File: src/rtl/seq_divider_pkg.sv
// seq_divider_pkg: shared divider state encodings, widths and constants
package seq_divider_pkg;
  localparam int DEF_N_W = 8;
  localparam int DEF_D_W = 4;
  typedef enum logic [1:0] {IDLE = 2'd0, BUSY = 2'd1, DONE = 2'd2} state_e;
  localparam logic [DEF_N_W-1:0] DBZ_QUOT = '1;
endpackage

File: src/rtl/seq_divider_if.sv
// seq_divider_if: start/ready/done handshake and operand/result bus of the divider
interface seq_divider_if
  import seq_divider_pkg::*;
#(
  parameter int N_W = DEF_N_W,
  parameter int D_W = DEF_D_W
);
  logic           start;
  logic [N_W-1:0] dividend;
  logic [D_W-1:0] divisor;
  logic           ready;
  logic           done;
  logic [N_W-1:0] quotient;
  logic [D_W-1:0] remainder;
  logic           div_by_zero;
  modport master(output start, dividend, divisor, input ready, done, quotient, remainder, div_by_zero);
  modport slave(input start, dividend, divisor, output ready, done, quotient, remainder, div_by_zero);
endinterface

File: src/rtl/seq_divider_div_step.sv
// seq_divider_div_step: one combinational restoring-division step
module seq_divider_div_step
  import seq_divider_pkg::*;
#(
  parameter int D_W = DEF_D_W
) (
  input  logic [D_W:0]   p,
  input  logic           n_bit,
  input  logic [D_W-1:0] divisor,
  output logic [D_W:0]   p_nxt,
  output logic           q_bit
);
  logic [D_W:0] t;
  // shift the next dividend bit into the partial remainder and subtract when it fits
  always_comb begin
    t     = {p[D_W-1:0], n_bit};
    q_bit = t >= {1'b0, divisor};
    p_nxt = q_bit ? t - {1'b0, divisor} : t;
  end
endmodule

File: src/rtl/seq_divider.sv
// seq_divider: sequential restoring divider, one quotient bit per clock
module seq_divider
  import seq_divider_pkg::*;
#(
  parameter int N_W = DEF_N_W,
  parameter int D_W = DEF_D_W
) (
  input logic         clk,
  input logic         rst,
  seq_divider_if.slave bus
);
  localparam int CW = $clog2(N_W);
  localparam logic [CW-1:0] LAST = CW'(N_W - 1);
  state_e         state_q, state_d;
  logic [CW-1:0]  cnt_q, cnt_d;
  logic [D_W:0]   p_q, p_d, p_nxt;
  logic [N_W-1:0] qsr_q, qsr_d;
  logic [D_W-1:0] dsr_q, dsr_d;
  logic [N_W-1:0] quot_q, quot_d;
  logic [D_W-1:0] rem_q, rem_d;
  logic           dbz_q, dbz_d;
  logic           q_bit;

  seq_divider_div_step #(.D_W(D_W)) u_step (
    .p      (p_q),
    .n_bit  (qsr_q[N_W-1]),
    .divisor(dsr_q),
    .p_nxt  (p_nxt),
    .q_bit  (q_bit)
  );

  // FSM next state, datapath step and result load; results only change on a DONE entry
  always_comb begin
    state_d = state_q;
    cnt_d   = cnt_q;
    p_d     = p_q;
    qsr_d   = qsr_q;
    dsr_d   = dsr_q;
    quot_d  = quot_q;
    rem_d   = rem_q;
    dbz_d   = dbz_q;
    case (state_q)
      IDLE: if (bus.start) begin
        if (bus.divisor != '0) begin
          qsr_d   = bus.dividend;
          dsr_d   = bus.divisor;
          p_d     = '0;
          cnt_d   = '0;
          state_d = BUSY;
        end else begin
          quot_d  = '1;
          rem_d   = '0;
          dbz_d   = 1'b1;
          state_d = DONE;
        end
      end
      BUSY: begin
        qsr_d = {qsr_q[N_W-2:0], q_bit};
        p_d   = p_nxt;
        cnt_d = cnt_q + 1'b1;
        if (cnt_q == LAST) begin
          quot_d  = qsr_d;
          rem_d   = p_nxt[D_W-1:0];
          dbz_d   = 1'b0;
          state_d = DONE;
        end
      end
      default: state_d = IDLE;
    endcase
  end

  // state and datapath registers with synchronous reset
  always_ff @(posedge clk) begin
    if (rst) begin
      state_q <= IDLE;
      cnt_q   <= '0;
      p_q     <= '0;
      qsr_q   <= '0;
      dsr_q   <= '0;
      quot_q  <= '0;
      rem_q   <= '0;
      dbz_q   <= 1'b0;
    end else begin
      state_q <= state_d;
      cnt_q   <= cnt_d;
      p_q     <= p_d;
      qsr_q   <= qsr_d;
      dsr_q   <= dsr_d;
      quot_q  <= quot_d;
      rem_q   <= rem_d;
      dbz_q   <= dbz_d;
    end
  end

  assign bus.ready       = state_q == IDLE;
  assign bus.done        = state_q == DONE;
  assign bus.quotient    = quot_q;
  assign bus.remainder   = rem_q;
  assign bus.div_by_zero = dbz_q;
endmodule
File: src/flat_wrapper.sv
// flat-port wrapper written by rule: the top's interface ports become plain ports
module seq_divider_flat import seq_divider_pkg::*;
#(
  parameter int N_W = DEF_N_W,
  parameter int D_W = DEF_D_W
)
  (clk, rst, bus_start, bus_dividend, bus_divisor, bus_ready, bus_done, bus_quotient, bus_remainder, bus_div_by_zero);
  seq_divider_if #(.N_W(N_W), .D_W(D_W)) bus_i ();
  input logic clk;
  input logic rst;
  input wire logic [$bits(bus_i.start)-1:0] bus_start;
  input wire logic [$bits(bus_i.dividend)-1:0] bus_dividend;
  input wire logic [$bits(bus_i.divisor)-1:0] bus_divisor;
  output wire logic [$bits(bus_i.ready)-1:0] bus_ready;
  output wire logic [$bits(bus_i.done)-1:0] bus_done;
  output wire logic [$bits(bus_i.quotient)-1:0] bus_quotient;
  output wire logic [$bits(bus_i.remainder)-1:0] bus_remainder;
  output wire logic [$bits(bus_i.div_by_zero)-1:0] bus_div_by_zero;
  assign bus_i.start = bus_start;
  assign bus_i.dividend = bus_dividend;
  assign bus_i.divisor = bus_divisor;
  assign bus_ready = bus_i.ready;
  assign bus_done = bus_i.done;
  assign bus_quotient = bus_i.quotient;
  assign bus_remainder = bus_i.remainder;
  assign bus_div_by_zero = bus_i.div_by_zero;
  seq_divider #(.N_W(N_W), .D_W(D_W)) u_core (.clk(clk), .rst(rst), .bus(bus_i));
endmodule
File: config.mk
export PLATFORM = sky130hd
export DESIGN_NAME = seq_divider_flat
export DESIGN_NICKNAME = d
export VERILOG_FILES = /design/src/rtl/seq_divider_pkg.sv /design/src/rtl/seq_divider_if.sv /design/src/rtl/seq_divider_div_step.sv /design/src/rtl/seq_divider.sv /design/src/flat_wrapper.sv
export SDC_FILE = /design/constraint.sdc
export NUM_CORES = 1
export LEC_CHECK = 0
export ABC_AREA = 1
export BUFFER_PORTS_ARGS = -buffer_cell sky130_fd_sc_hd__buf_2
export CAP_MARGIN = 15
export CORE_UTILIZATION = 58
export CTS_BUF_LIST = sky130_fd_sc_hd__clkbuf_8
export DETAILED_ROUTE_END_ITERATION = 12
export PLACE_DENSITY = 0.92
export SLEW_MARGIN = 0
export SYNTH_ARGS = -nofsm -noshare
export SYNTH_HDL_FRONTEND = slang
export SYNTH_HIERARCHICAL = 1
export SYNTH_SLANG_ARGS = --single-unit
File: constraint.sdc
create_clock -name clk -period 2.4 [get_ports clk]
set_clock_uncertainty 0.2 [all_clocks]
set_input_delay 0.12 -clock clk [delete_from_list [all_inputs] [get_ports clk]]
set_output_delay 0.12 -clock clk [all_outputs]
set_load 0.02 [all_outputs]
==> results of run 1 <==
registers in the layout (all words and copies together) (netlist names):
register	cells
u_core/bus.quotient	8
u_core/qsr_q	8
u_core/bus.remainder	4
u_core/dsr_q	4
u_core/p_q	4
u_core/cnt_q	3
u_core/state_q	2
u_core/bus.div_by_zero	1
placed cells by master (no fill, tap or decap):
| cell | count |
|---|---|
| o21ai_2 | 1 |
| nor2_1 | 48 |
| o21ai_0 | 9 |
| dfxtp_1 | 34 |
| buf_4 | 1 |
| ha_1 | 6 |
| inv_1 | 23 |
| or2_2 | 1 |
| nand2_1 | 50 |
| nor2_2 | 2 |
| nand3_1 | 22 |
| o21ai_1 | 3 |
| a21oi_1 | 20 |
| clkinv_2 | 2 |
| dlygate4sd3_1 | 8 |
| inv_2 | 4 |
| nor2_4 | 3 |
| xnor2_1 | 1 |
| nand2_4 | 3 |
| or2_4 | 1 |
| buf_2 | 29 |
| clkbuf_8 | 5 |
| nand2_2 | 3 |
| a21oi_2 | 1 |
| fa_1 | 1 |
| nand3_2 | 1 |
per-layer routing:
metal	part of all wire (%)	track usage, %	vias up	routed length (um)
met1	42	31.48	751	1622
li1	-	-	843	-
met4	2.6	16.38	0	102
met3	5.8	7.604	11	225
met2	50	45.04	61	1958
met5	0	0	-	0
critical path, stage by stage, from the launching register on:
cell     delay, ns
dfxtp_1       0.37
inv_1         0.07
ha_1          0.22
fa_1          0.39
xnor2_1       0.17
nand2_1       0.08
nand2_1       0.05
inv_1         0.03
nor2_1        0.13
nand3_1       0.09
a21oi_1       0.14
where the power goes:
| group | switching [mW] | internal [mW] |
|---|---|---|
| Combinational | 0.332 | 0.180 |
| Sequential | 0.0365 | 0.623 |
| Clock | 0.202 | 0.194 |
| Total | 0.570 | 0.997 |
final cells by class:
type | instances | area (um^2)
multi-input combinational | 176 | 883.3
fill | 220 | 765.7
sequential | 34 | 680.7
timing repair buffer | 38 | 232.7
inverter | 27 | 101.3
clock buffer | 5 | 68.82
tap | 31 | 38.79
clock inverter | 2 | 10.01
stage by stage:
stage | cell area [um^2] | utilization (%) | worst slack (ns) | hold WS, ns
finish | 2016 | 72.47 | 0.3836 | -0.0004019
global route | 2016 | 72.47 | 0.2042 | 0.06310
CTS | 2016 | 72.47 | 0.3925 | 0.002749
detailed placement | 1857 | 66.76 | 0.4177 | 0.1994
global placement | 1857 | 66.76 | 0.4280 | 0.1932
floorplan | 1730 | - | 0.5974 | -0.01093
repair_timing:
item,4_1_cts,5_1_grt
hold buffers,8,0
setup buffers,0,0
endpoints found under the hold margin,8,0
setup endpoints to repair,0,0
worst max-delay path by stage:
stage	startpoint	endpoint	slack (ns)	depth (start not counted)
after CTS	u_core/qsr_q[7]$_SDFFE_PP0P_	u_core/bus.remainder[2]$_SDFFE_PP0P_	0.39	10
final	u_core/qsr_q[7]$_SDFFE_PP0P_	u_core/bus.remainder[2]$_SDFFE_PP0P_	0.38	10
after floorplan	u_core/qsr_q[7]$_SDFFE_PP0P_	u_core/bus.remainder[2]$_SDFFE_PP0P_	0.60	10
after detailed placement	u_core/qsr_q[7]$_SDFFE_PP0P_	u_core/bus.remainder[2]$_SDFFE_PP0P_	0.42	10
after global placement	u_core/qsr_q[7]$_SDFFE_PP0P_	u_core/bus.remainder[2]$_SDFFE_PP0P_	0.43	10
after global routing	u_core/dsr_q[2]$_SDFFE_PP0P_	u_core/bus.remainder[3]$_SDFFE_PP0P_	0.20	12
==> summary.txt, run 1 <==
Run status
  – Run status: complete, but fails checks
  – Failing checks: hold timing

Routing
  – DRT iter0 DRCs: 63
  – Post-route DRC violation count: 0
  – Via density: 5.323
  – Routed Antenna Nets: 0
  – Drt wl/cell: around 12 um
  – Routed wire length: 3907 um
  – Router iterations before antenna repair: 4
  – Vias: 1,666

Global route
  – Antenna violations before repair: 0
  – Grt total ovfl: 0
  – GR Util All Layers: 27.40%
  – Number of global-route vias before repair: 1,551
  – Pin count of the biggest net entering global routing: 22
  – Global-route wire length before repair: 6617 um

Floorplanning
  – Core footprint: between 0.002 and 0.003 mm^2
  – Die width: ~57 um
  – Row count: 19
  – Starting Density: between 60% and 70%
  – Die area: 0.003206 mm^2
  – Num ports: 30
  – DIE HEIGHT: 56.62 um

Timing
  – Hold Violations, Final: 1
  – Relative slew slack: 71.65%
  – Period utilization: 84.02%
  – Setup TNS Final: 0 ns
  – Tmin final: 2.016 ns
  – RSZ-0062 raised after global routing: false
  – Fin. max-slew vios: 0
  – Final setup violating endpoints: 0
  – Max Fclk: 0.4959 GHz
  – Worst-margin pin slew: 0.4248 ns
  – WHS: -0.0004019 ns

Worst setup path
  – CP Max Fanout: 3
  – RR Startpoint: u_core/qsr_q[7]$_SDFFE_PP0P_
  – CP Capture Type: flip-flop
  – Type of origin of the critical path: flip-flop
  – WS Path Type: flip-flop to flip-flop
  – R2R setup slack: 0.38 ns
  – Crit path arrival time: 2.04 ns
  – Crit path required time: 2.42 ns
  – Reg2reg end: u_core/bus.remainder[2]$_SDFFE_PP0P_
  – Worst r2r path cells: 10

Power
  – Leak: 0.9866 nW
  – Power density cells: 777.5 mW/mm^2
  – Design Power: ~1.6 mW
  – Peak supply drop: 0.7322 mV

Synth
  – Cells after Synth: around 250
  – Ys Warns: 6
  – Synthesized cell area: roughly 0.0017 mm^2
  – Post-Syn Nets: 268
  – Syn Area/Cell: 7.034 um^2

Clock network
  – CTS tree: built
  – Post-CTS Resized: 0
  – Worst-Skew Late Latency: 0.29 ns
  – Root buf cell: clkbuf_8
  – Max Buffers Root-to-Sink: 2
  – Htree depth: 2
  – CTS Buf Count: 5
  – Sink Count: 34
  – Clk pin slew, worst setup/hold paths: 0.06 ns

Worst hold path
  – HP Class: input port to flip-flop
  – HP Start: bus_dividend[5]
  – Hold path cells: 5
  – Worst hold path endpoint: u_core/qsr_q[5]$_SDFFE_PP0P_

Cells and area
  – Ant diodes: 0
  – Final std cells w/o fill: 313
  – Layout Nets: around 300
  – Area delta synth->final: 16.49%
  – Share of layout cells above drive strength 1: between 20% and 30%

Run
  – Max Cap Viol: 0

Placed design
  – Routability congestion estimate: approximately 0.9
  – Number of port buffers: 29
  – Placed Cells: 298
  – Final HPWL DP: roughly 2600 um
Note: power is estimated with default switching activity, not from simulation.
==> run 2, diff against run 1 <==
==> constraint.sdc (replaced) <==
create_clock -name clk -period 1.9 [get_ports clk]
set_clock_uncertainty 0.2 [all_clocks]
set_input_delay 0.095 -clock clk [delete_from_list [all_inputs] [get_ports clk]]
set_output_delay 0.095 -clock clk [all_outputs]
set_load 0.02 [all_outputs]
==> summary.txt, run 2 (same netlist as run 1, synthesis figures left out) <==
Routing
  – Post-route DRC violation count: 0 (unchanged)
  – DR WL met2: 2379 um (+22%)
  – Drt wl/cell: 14.39 um (+15%)
  – Routed wl met3: 313 um (+39%)
  – Top routing layer in use: met4
  – DRT iter0 DRCs: 85 (+35%)
  – Via density: 5.494 (+3.2%)
  – Routed wire length: 4721 um (+21%)
  – M1 wire length: 1809 um (+12%)
  – Routed Antenna Nets: 0 (unchanged)
  – Vias: 1,802 (+8.2%)
  – Router iterations before antenna repair: 5 (+1)

Global route
  – Number of global-route vias before repair: 1,692 (+9.1%)
  – Global-route wire length before repair: 7272 um (+9.9%)
  – Grt total ovfl: 0 (unchanged)
  – Antenna violations before repair: 0 (unchanged)
  – Pin count of the biggest net entering global routing: 21 (-4.5%)
  – GR Util All Layers: 29.41% (+2.0 points)

Run
  – Max Cap Viol: 0 (unchanged)

Clock network
  – CTS tree: built
  – Root buf cell: clkbuf_8
  – Max Buffers Root-to-Sink: 2 (unchanged)
  – CTS Buf Count: 5 (unchanged)
  – Sink Count: 34 (unchanged)
  – Htree depth: 2 (unchanged)
  – Worst-Skew Late Latency: 0.29 ns (about the same)
  – Clk pin slew, worst setup/hold paths: 0.07 ns (about the same)

Timing
  – Hold Violations, Final: 0 (-1)
  – Tmin final: 1.937 ns (-0.07887 ns)
  – Max Fclk: 0.5161 GHz (+4.1%)
  – Setup slack after layout: -0.03750 ns (-0.4211 ns)
  – Setup TNS Final: -0.03750 ns (-0.03750 ns)
  – Worst-margin pin slew: 0.4034 ns (-0.02133 ns)
  – RSZ-0062 raised after global routing: true
  – Period utilization: 102.0% (+18 points)
  – Final setup violating endpoints: 1 (+1)
  – Relative slew slack: 73.08% (+1.4 points)
  – Fin. max-slew vios: 0 (unchanged)
  – WHS: 0.02351 ns (+0.02391 ns)

Worst setup path
  – Critical path, cell by cell: inv_2, ha_4, fa_2, inv_1, nand2_1, nand2_1, inv_1, nor2_2, a21oi_1, nor2_1
  – Worst path max stage delay: 0.52 ns (+0.13 ns)
  – Type of origin of the critical path: flip-flop
  – R2R setup slack: -0.04 ns (-0.42 ns)
  – RR Startpoint: u_core/qsr_q[7]$_SDFFE_PP0P_
  – Worst setup path endpoint: u_core/p_q[1]$_SDFFE_PP0P_
  – WS Path Type: flip-flop to flip-flop
  – Crit path required time: 1.86 ns (-0.56 ns)
  – CP Launch Point: u_core/qsr_q[7]$_SDFFE_PP0P_
  – CP Capture Type: flip-flop
  – Reg2reg end: u_core/p_q[1]$_SDFFE_PP0P_
  – Crit path arrival time: 1.90 ns (-0.14 ns)
  – Worst path slowest cell: fa_2
  – Worst r2r path cells: 10 (unchanged)
  – CP Max Fanout: 2 (-1)

Power
  – Seq pwr share: 33.4% (-8.7 points)
  – Gate power share: 33.8% (+1.1 points)
  – Power density cells: 1088 mW/mm^2 (+40%)
  – Psw: 830.9 uW (+46%)
  – Design Power: 2.514 mW (+60%)
  – Sw frac: 33.06% (-3.3 points)
  – Peak supply drop: 1.236 mV (+69%)
  – Leak: 1.090 nW (+10%)
  – Clock power share: 32.8% (+7.5 points)
  – P_int: 1.683 mW (+69%)

Floorplanning
  – Core footprint: 0.002781 mm^2 (unchanged)
  – Num ports: 30 (unchanged)
  – DIE HEIGHT: 56.62 um (unchanged)
  – Row count: 19 (unchanged)
  – Die width: 56.62 um (unchanged)
  – Starting Density: 62.21% (unchanged)
  – Die area: 0.003206 mm^2 (unchanged)

Placed design
  – Final HPWL DP: 2656 um (+2.3%)
  – Worst slack, placed: -0.03119 ns (-0.4489 ns)
  – Routability congestion estimate: 0.8253 (-7.6%)
  – Number of port buffers: 29 (unchanged)
  – Placed instance area: 0.001917 mm^2 (+3.2%)

Cells and area
  – FILL cells: 154 (-30%)
  – Layout Nets: 318 (+4.6%)
  – Highest-count cells in the layout ignoring fill and taps: nor2_1 (43), nand2_1 (43), buf_2 (29), dfxtp_1 (29), nand3_1 (22)
  – Share of layout cells above drive strength 1: 33.00% (+13 points)
  – Ant diodes: 0 (unchanged)
  – Final instance area: 0.002310 mm^2 (+15%)
  – Area delta synth->final: 33.48%

Run status
  – Failing checks: setup timing
  – Run status: complete, but fails checks

Worst hold path
  – HP Start: bus_dividend[2]
  – HP Class: input port to flip-flop
==> run 2: cell count changes in the layout (fill, tap and decap cells not counted), moves of 5 or more <==
cell     delta
inv_2       +5
buf_4      +11
inv_1       -5
nand2_2     +7
dfxtp_2     +5
dfxtp_1     -5
nand2_1     -7
nor2_1      -5
==> run 2: how the worst min path moves through the flow <==
stage / endpoint / slack [ns] / depth (start not counted)
floorplan: u_core/bus.remainder[0]$_SDFFE_PP0P_ / -0.04 / 1
global placement: u_core/dsr_q[2]$_SDFFE_PP0P_ / 0.17 / 3
detailed placement: u_core/dsr_q[0]$_SDFFE_PP0P_ / 0.18 / 3
CTS: u_core/qsr_q[2]$_SDFFE_PP0P_ / 0.01 / 5
global route: u_core/qsr_q[2]$_SDFFE_PP0P_ / 0.03 / 5
finish: u_core/qsr_q[2]$_SDFFE_PP0P_ / 0.02 / 5
==> run 2: metrics by stage <==
step           instances  utilization (%)
3_5_place_dp         306            68.92
5_1_grt              328            83.04
6_report             328            83.04
2_1_floorplan        246                -
3_3_place_gp         306            68.92
4_1_cts              326            78.99
==> run 2: area by class of cell <==
cell class / count / area (um^2) / share of cell area, %
Clock inverter: 2 / 60.06 / 2.600
Sequential cell: 34 / 686.9 / 29.74
Tap cell: 31 / 38.79 / 1.679
Multi-Input combinational cell: 176 / 994.7 / 43.07
Inverter: 27 / 101.3 / 4.388
Timing Repair Buffer: 52 / 345.3 / 14.95
Clock buffer: 6 / 82.58 / 3.575
==> run 2: critical path, delay by kind of cell (launching register included) <==
family / cells / cell delay (ns)
compound gates: 1 / 0.20
simple gates: 4 / 0.24
flops: 1 / 0.34
fa+ha+maj: 2 / 0.68
buf+inv: 3 / 0.15
==> run 2: power groups by stage <==
stage	combinational, mW	sequential [mW]	clock, mW
floorplan	0.479	0.871	0
CTS	0.712	0.830	0.831
finish	0.850	0.841	0.824
global route	0.920	0.848	0.867
detailed placement	0.648	0.845	0
global placement	0.629	0.842	0
==> run 2: what timing repair did <==
| action | CTS | global route |
|---|---|---|
| resized for setup | 6 | 27 |
| buffers inserted | 1 | 2 |
| hold buffers | 11 | 0 |
| pin swaps | 3 | 22 |
| hold endpoints to repair | 11 | 0 |
| endpoints found under the setup margin | 4 | 10 |
==> run 2: routing by layer <==
| layer | global-route usage, % | vias to the layer above |
|---|---|---|
| li1 | - | 873 |
| met1 | 35.04 | 824 |
| met2 | 47.90 | 78 |
| met3 | 8.295 | 27 |
| met4 | 15.33 | 0 |
| met5 | 0 | - |
==> run 3, diff against run 2 <==
--- a/config.mk
+++ b/config.mk
@@ -5,13 +5,13 @@
 export SDC_FILE = /design/constraint.sdc
 export NUM_CORES = 1
 export LEC_CHECK = 0
-export ABC_AREA = 1
 export BUFFER_PORTS_ARGS = -buffer_cell sky130_fd_sc_hd__buf_2
 export CAP_MARGIN = 15
 export CORE_UTILIZATION = 58
 export CTS_BUF_LIST = sky130_fd_sc_hd__clkbuf_8
 export DETAILED_ROUTE_END_ITERATION = 12
 export PLACE_DENSITY = 0.92
+export RECOVER_POWER = 100
 export SLEW_MARGIN = 0
 export SYNTH_ARGS = -nofsm -noshare
 export SYNTH_HDL_FRONTEND = slang
==> summary.txt, run 3 <==
Timing
  – Period utilization: 107.4% (+5.4 points)
  – RSZ-0062 raised after global routing: true
  – Final setup violating endpoints: 6 (+5)
  – Tmin final: 2.040 ns (+0.1025 ns)
  – Worst-margin pin slew: 0.6277 ns (+0.2242 ns)
  – Fin. max-slew vios: 0 (unchanged)
  – Hold Violations, Final: 0 (unchanged)
  – WHS: 0.01348 ns (-0.01003 ns)
  – Relative slew slack: 58.16% (-15 points)
  – Max Fclk: 0.4902 GHz (-5.0%)
  – Setup slack after layout: -0.1400 ns (-0.1025 ns)

Clock network
  – CTS Buf Count: 5 (unchanged)
  – CTS tree: built
  – Htree depth: 2 (unchanged)
  – Worst-Skew Late Latency: 0.29 ns (about the same)
  – Sink Count: 34 (unchanged)
  – Root buf cell: clkbuf_8
  – Max Buffers Root-to-Sink: 2 (unchanged)
  – Clk pin slew, worst setup/hold paths: 0.07 ns (about the same)

Power
  – Design Power: 2.157 mW (-14%)
  – Clock power share: 38.4% (+5.6 points)
  – Peak supply drop: 0.6676 mV (-46%)
  – Gate power share: 24.9% (-8.9 points)
  – Sw frac: 26.63% (-6.4 points)
  – Leak: 0.9257 nW (-15%)
  – P_int: 1.583 mW (-6.0%)
  – Psw: 574.6 uW (-31%)
  – Power density cells: 887.3 mW/mm^2 (-18%)
  – Seq pwr share: 36.7% (+3.3 points)

Worst setup path
  – RR Startpoint: u_core/dsr_q[1]$_SDFFE_PP0P_
  – CP Launch Point: u_core/dsr_q[1]$_SDFFE_PP0P_
  – Type of origin of the critical path: flip-flop
  – CP Capture Type: flip-flop
  – WS Path Type: flip-flop to flip-flop
  – CP Max Fanout: 4 (+2)
  – Crit path required time: 1.86 ns (about the same)
  – Crit path arrival time: 2.00 ns (+0.10 ns)
  – Worst r2r path cells: 10 (unchanged)

Global route
  – GR Util All Layers: 30.69% (+1.3 points)
  – Grt total ovfl: 0 (unchanged)
  – Number of global-route vias before repair: 1,623 (-4.1%)
  – Global-route wire length before repair: 7741 um (+6.4%)
  – Pin count of the biggest net entering global routing: 31 (+48%)
  – Antenna violations before repair: 0 (unchanged)

Placed design
  – Placed Cells: 264 (-14%)
  – Routability congestion estimate: 0.8444 (+2.3%)
  – Worst slack, placed: -0.1446 ns (-0.1134 ns)
  – Final HPWL DP: 2711 um (+2.1%)
  – Number of port buffers: 29 (unchanged)
  – Placed instance area: 0.002048 mm^2 (+6.9%)

Cells and area
  – Multi-input gate area: 0.001124 mm^2 (+13%)
  – Share of layout cells above drive strength 1: 30.20% (-2.8 points)
  – Layout Nets: 276 (-13%)
  – Register area: 691.9 um^2 (+0.73%)
  – Final std cells w/o fill: 286 (-13%)
  – Area delta synth->final: 34.74%
  – Highest-count cells in the layout ignoring fill and taps: nor2_1 (27), dfxtp_1 (27), buf_4 (18)
  – Final instance area: 0.002431 mm^2 (+5.3%)
  – Ant diodes: 0 (unchanged)
  – FILL cells: 159 (+3.2%)

Synth
  – Syn Area/Cell: 8.801 um^2 (+25%)
  – Cells after Synth: 205 (-17%)
  – Ys Warns: 6 (unchanged)
  – Post-Syn Nets: 227 (-15%)
  – Synthesized cell area: 0.001804 mm^2 (+4.3%)

Floorplanning
  – Die area: 0.003338 mm^2 (+4.1%)
  – Num ports: 30 (unchanged)
  – DIE HEIGHT: 57.78 um (+2.0%)
  – Die width: 57.78 um (+2.0%)
  – Row count: 19 (unchanged)
  – Starting Density: 63.25% (+1.0 points)
  – Core footprint: 0.002853 mm^2 (+2.6%)

Routing
  – Post-route DRC violation count: 3 (+3)
  – Vias: 1,763 (-2.2%)
  – Via density: 6.164 (+12%)
  – Drt wl/cell: 17.65 um (+23%)
  – Routed wire length: 5047 um (+6.9%)
  – Routed Antenna Nets: 0 (unchanged)
  – DRT iter0 DRCs: 96 (+13%)
  – Router iterations before antenna repair: 8 (+3)

Worst hold path
  – Hold path cells: 3 (-2)
  – HP Start: bus_start
  – HP Class: input port to flip-flop

Run status
  – Run status: complete, but fails checks
  – Failing checks: DRC, setup timing

Run
  – Max Cap Viol: 0 (unchanged)
run 3: cell type report:
class / count / area share, %
Clock buffer: 6 / 3.397
Sequential cell: 34 / 28.46
Multi-Input combinational cell: 145 / 46.22
Inverter: 8 / 1.235
Timing Repair Buffer: 60 / 16.62
Clock inverter: 2 / 2.470
Tap cell: 31 / 1.595
run 3: power by group through the flow:
stage	logic (mW)	registers, mW	clock network, mW
after floorplan	0.271	0.793	0
after global placement	0.387	0.798	0
after detailed placement	0.399	0.799	0
after CTS	0.453	0.787	0.831
after global routing	0.570	0.795	0.858
final	0.537	0.792	0.828
run 3: routing by layer:
layer | vias to the layer above | GRT usage [%] | share of wire [%]
met2 | 85 | 53.65 | 48
li1 | 827 | - | -
met1 | 826 | 37.27 | 42
met4 | 0 | 9.864 | 3.4
met3 | 25 | 7.366 | 7.3
met5 | - | 0 | 0
run 3: timing repair:
item | in CTS | in global routing
buffers inserted | 1 | 1
pin swaps | 7 | 6
gates resized for setup | 12 | 17
endpoints found under the setup margin | 4 | 16
cloned | 0 | 0
hold buffers | 12 | 0
endpoints found under the hold margin | 12 | 0
run 3: per-stage QoR:
step / util (%) / setup TNS, ns
after floorplan: - / -0.04496
after global placement: 71.80 / -0.1808
after detailed placement: 71.80 / -0.3908
after CTS: 83.33 / -0.1049
after global routing: 85.22 / -0.9049
final: 85.22 / -0.3712
run 3: critical path: stages (launching register included):
cell and delay (ns):
dfxtp_2 0.33, inv_1 0.06, ha_4 0.29, nand2b_4 0.07, a21oi_4 0.19, nor2_4 0.08
buf_4 0.14, mux2i_2 0.15, nor2b_2 0.16, a22oi_1 0.15, o2bb2ai_1 0.09
run 3: final timing paths:
check                                         end  slack, ns
max          u_core/bus.remainder[1]$_SDFFE_PP0P_      -0.14
min                  u_core/dsr_q[0]$_SDFFE_PP0P_       0.01
max reg2reg  u_core/bus.remainder[1]$_SDFFE_PP0P_      -0.14
min reg2reg   u_core/bus.div_by_zero$_SDFFE_PP0P_       0.28
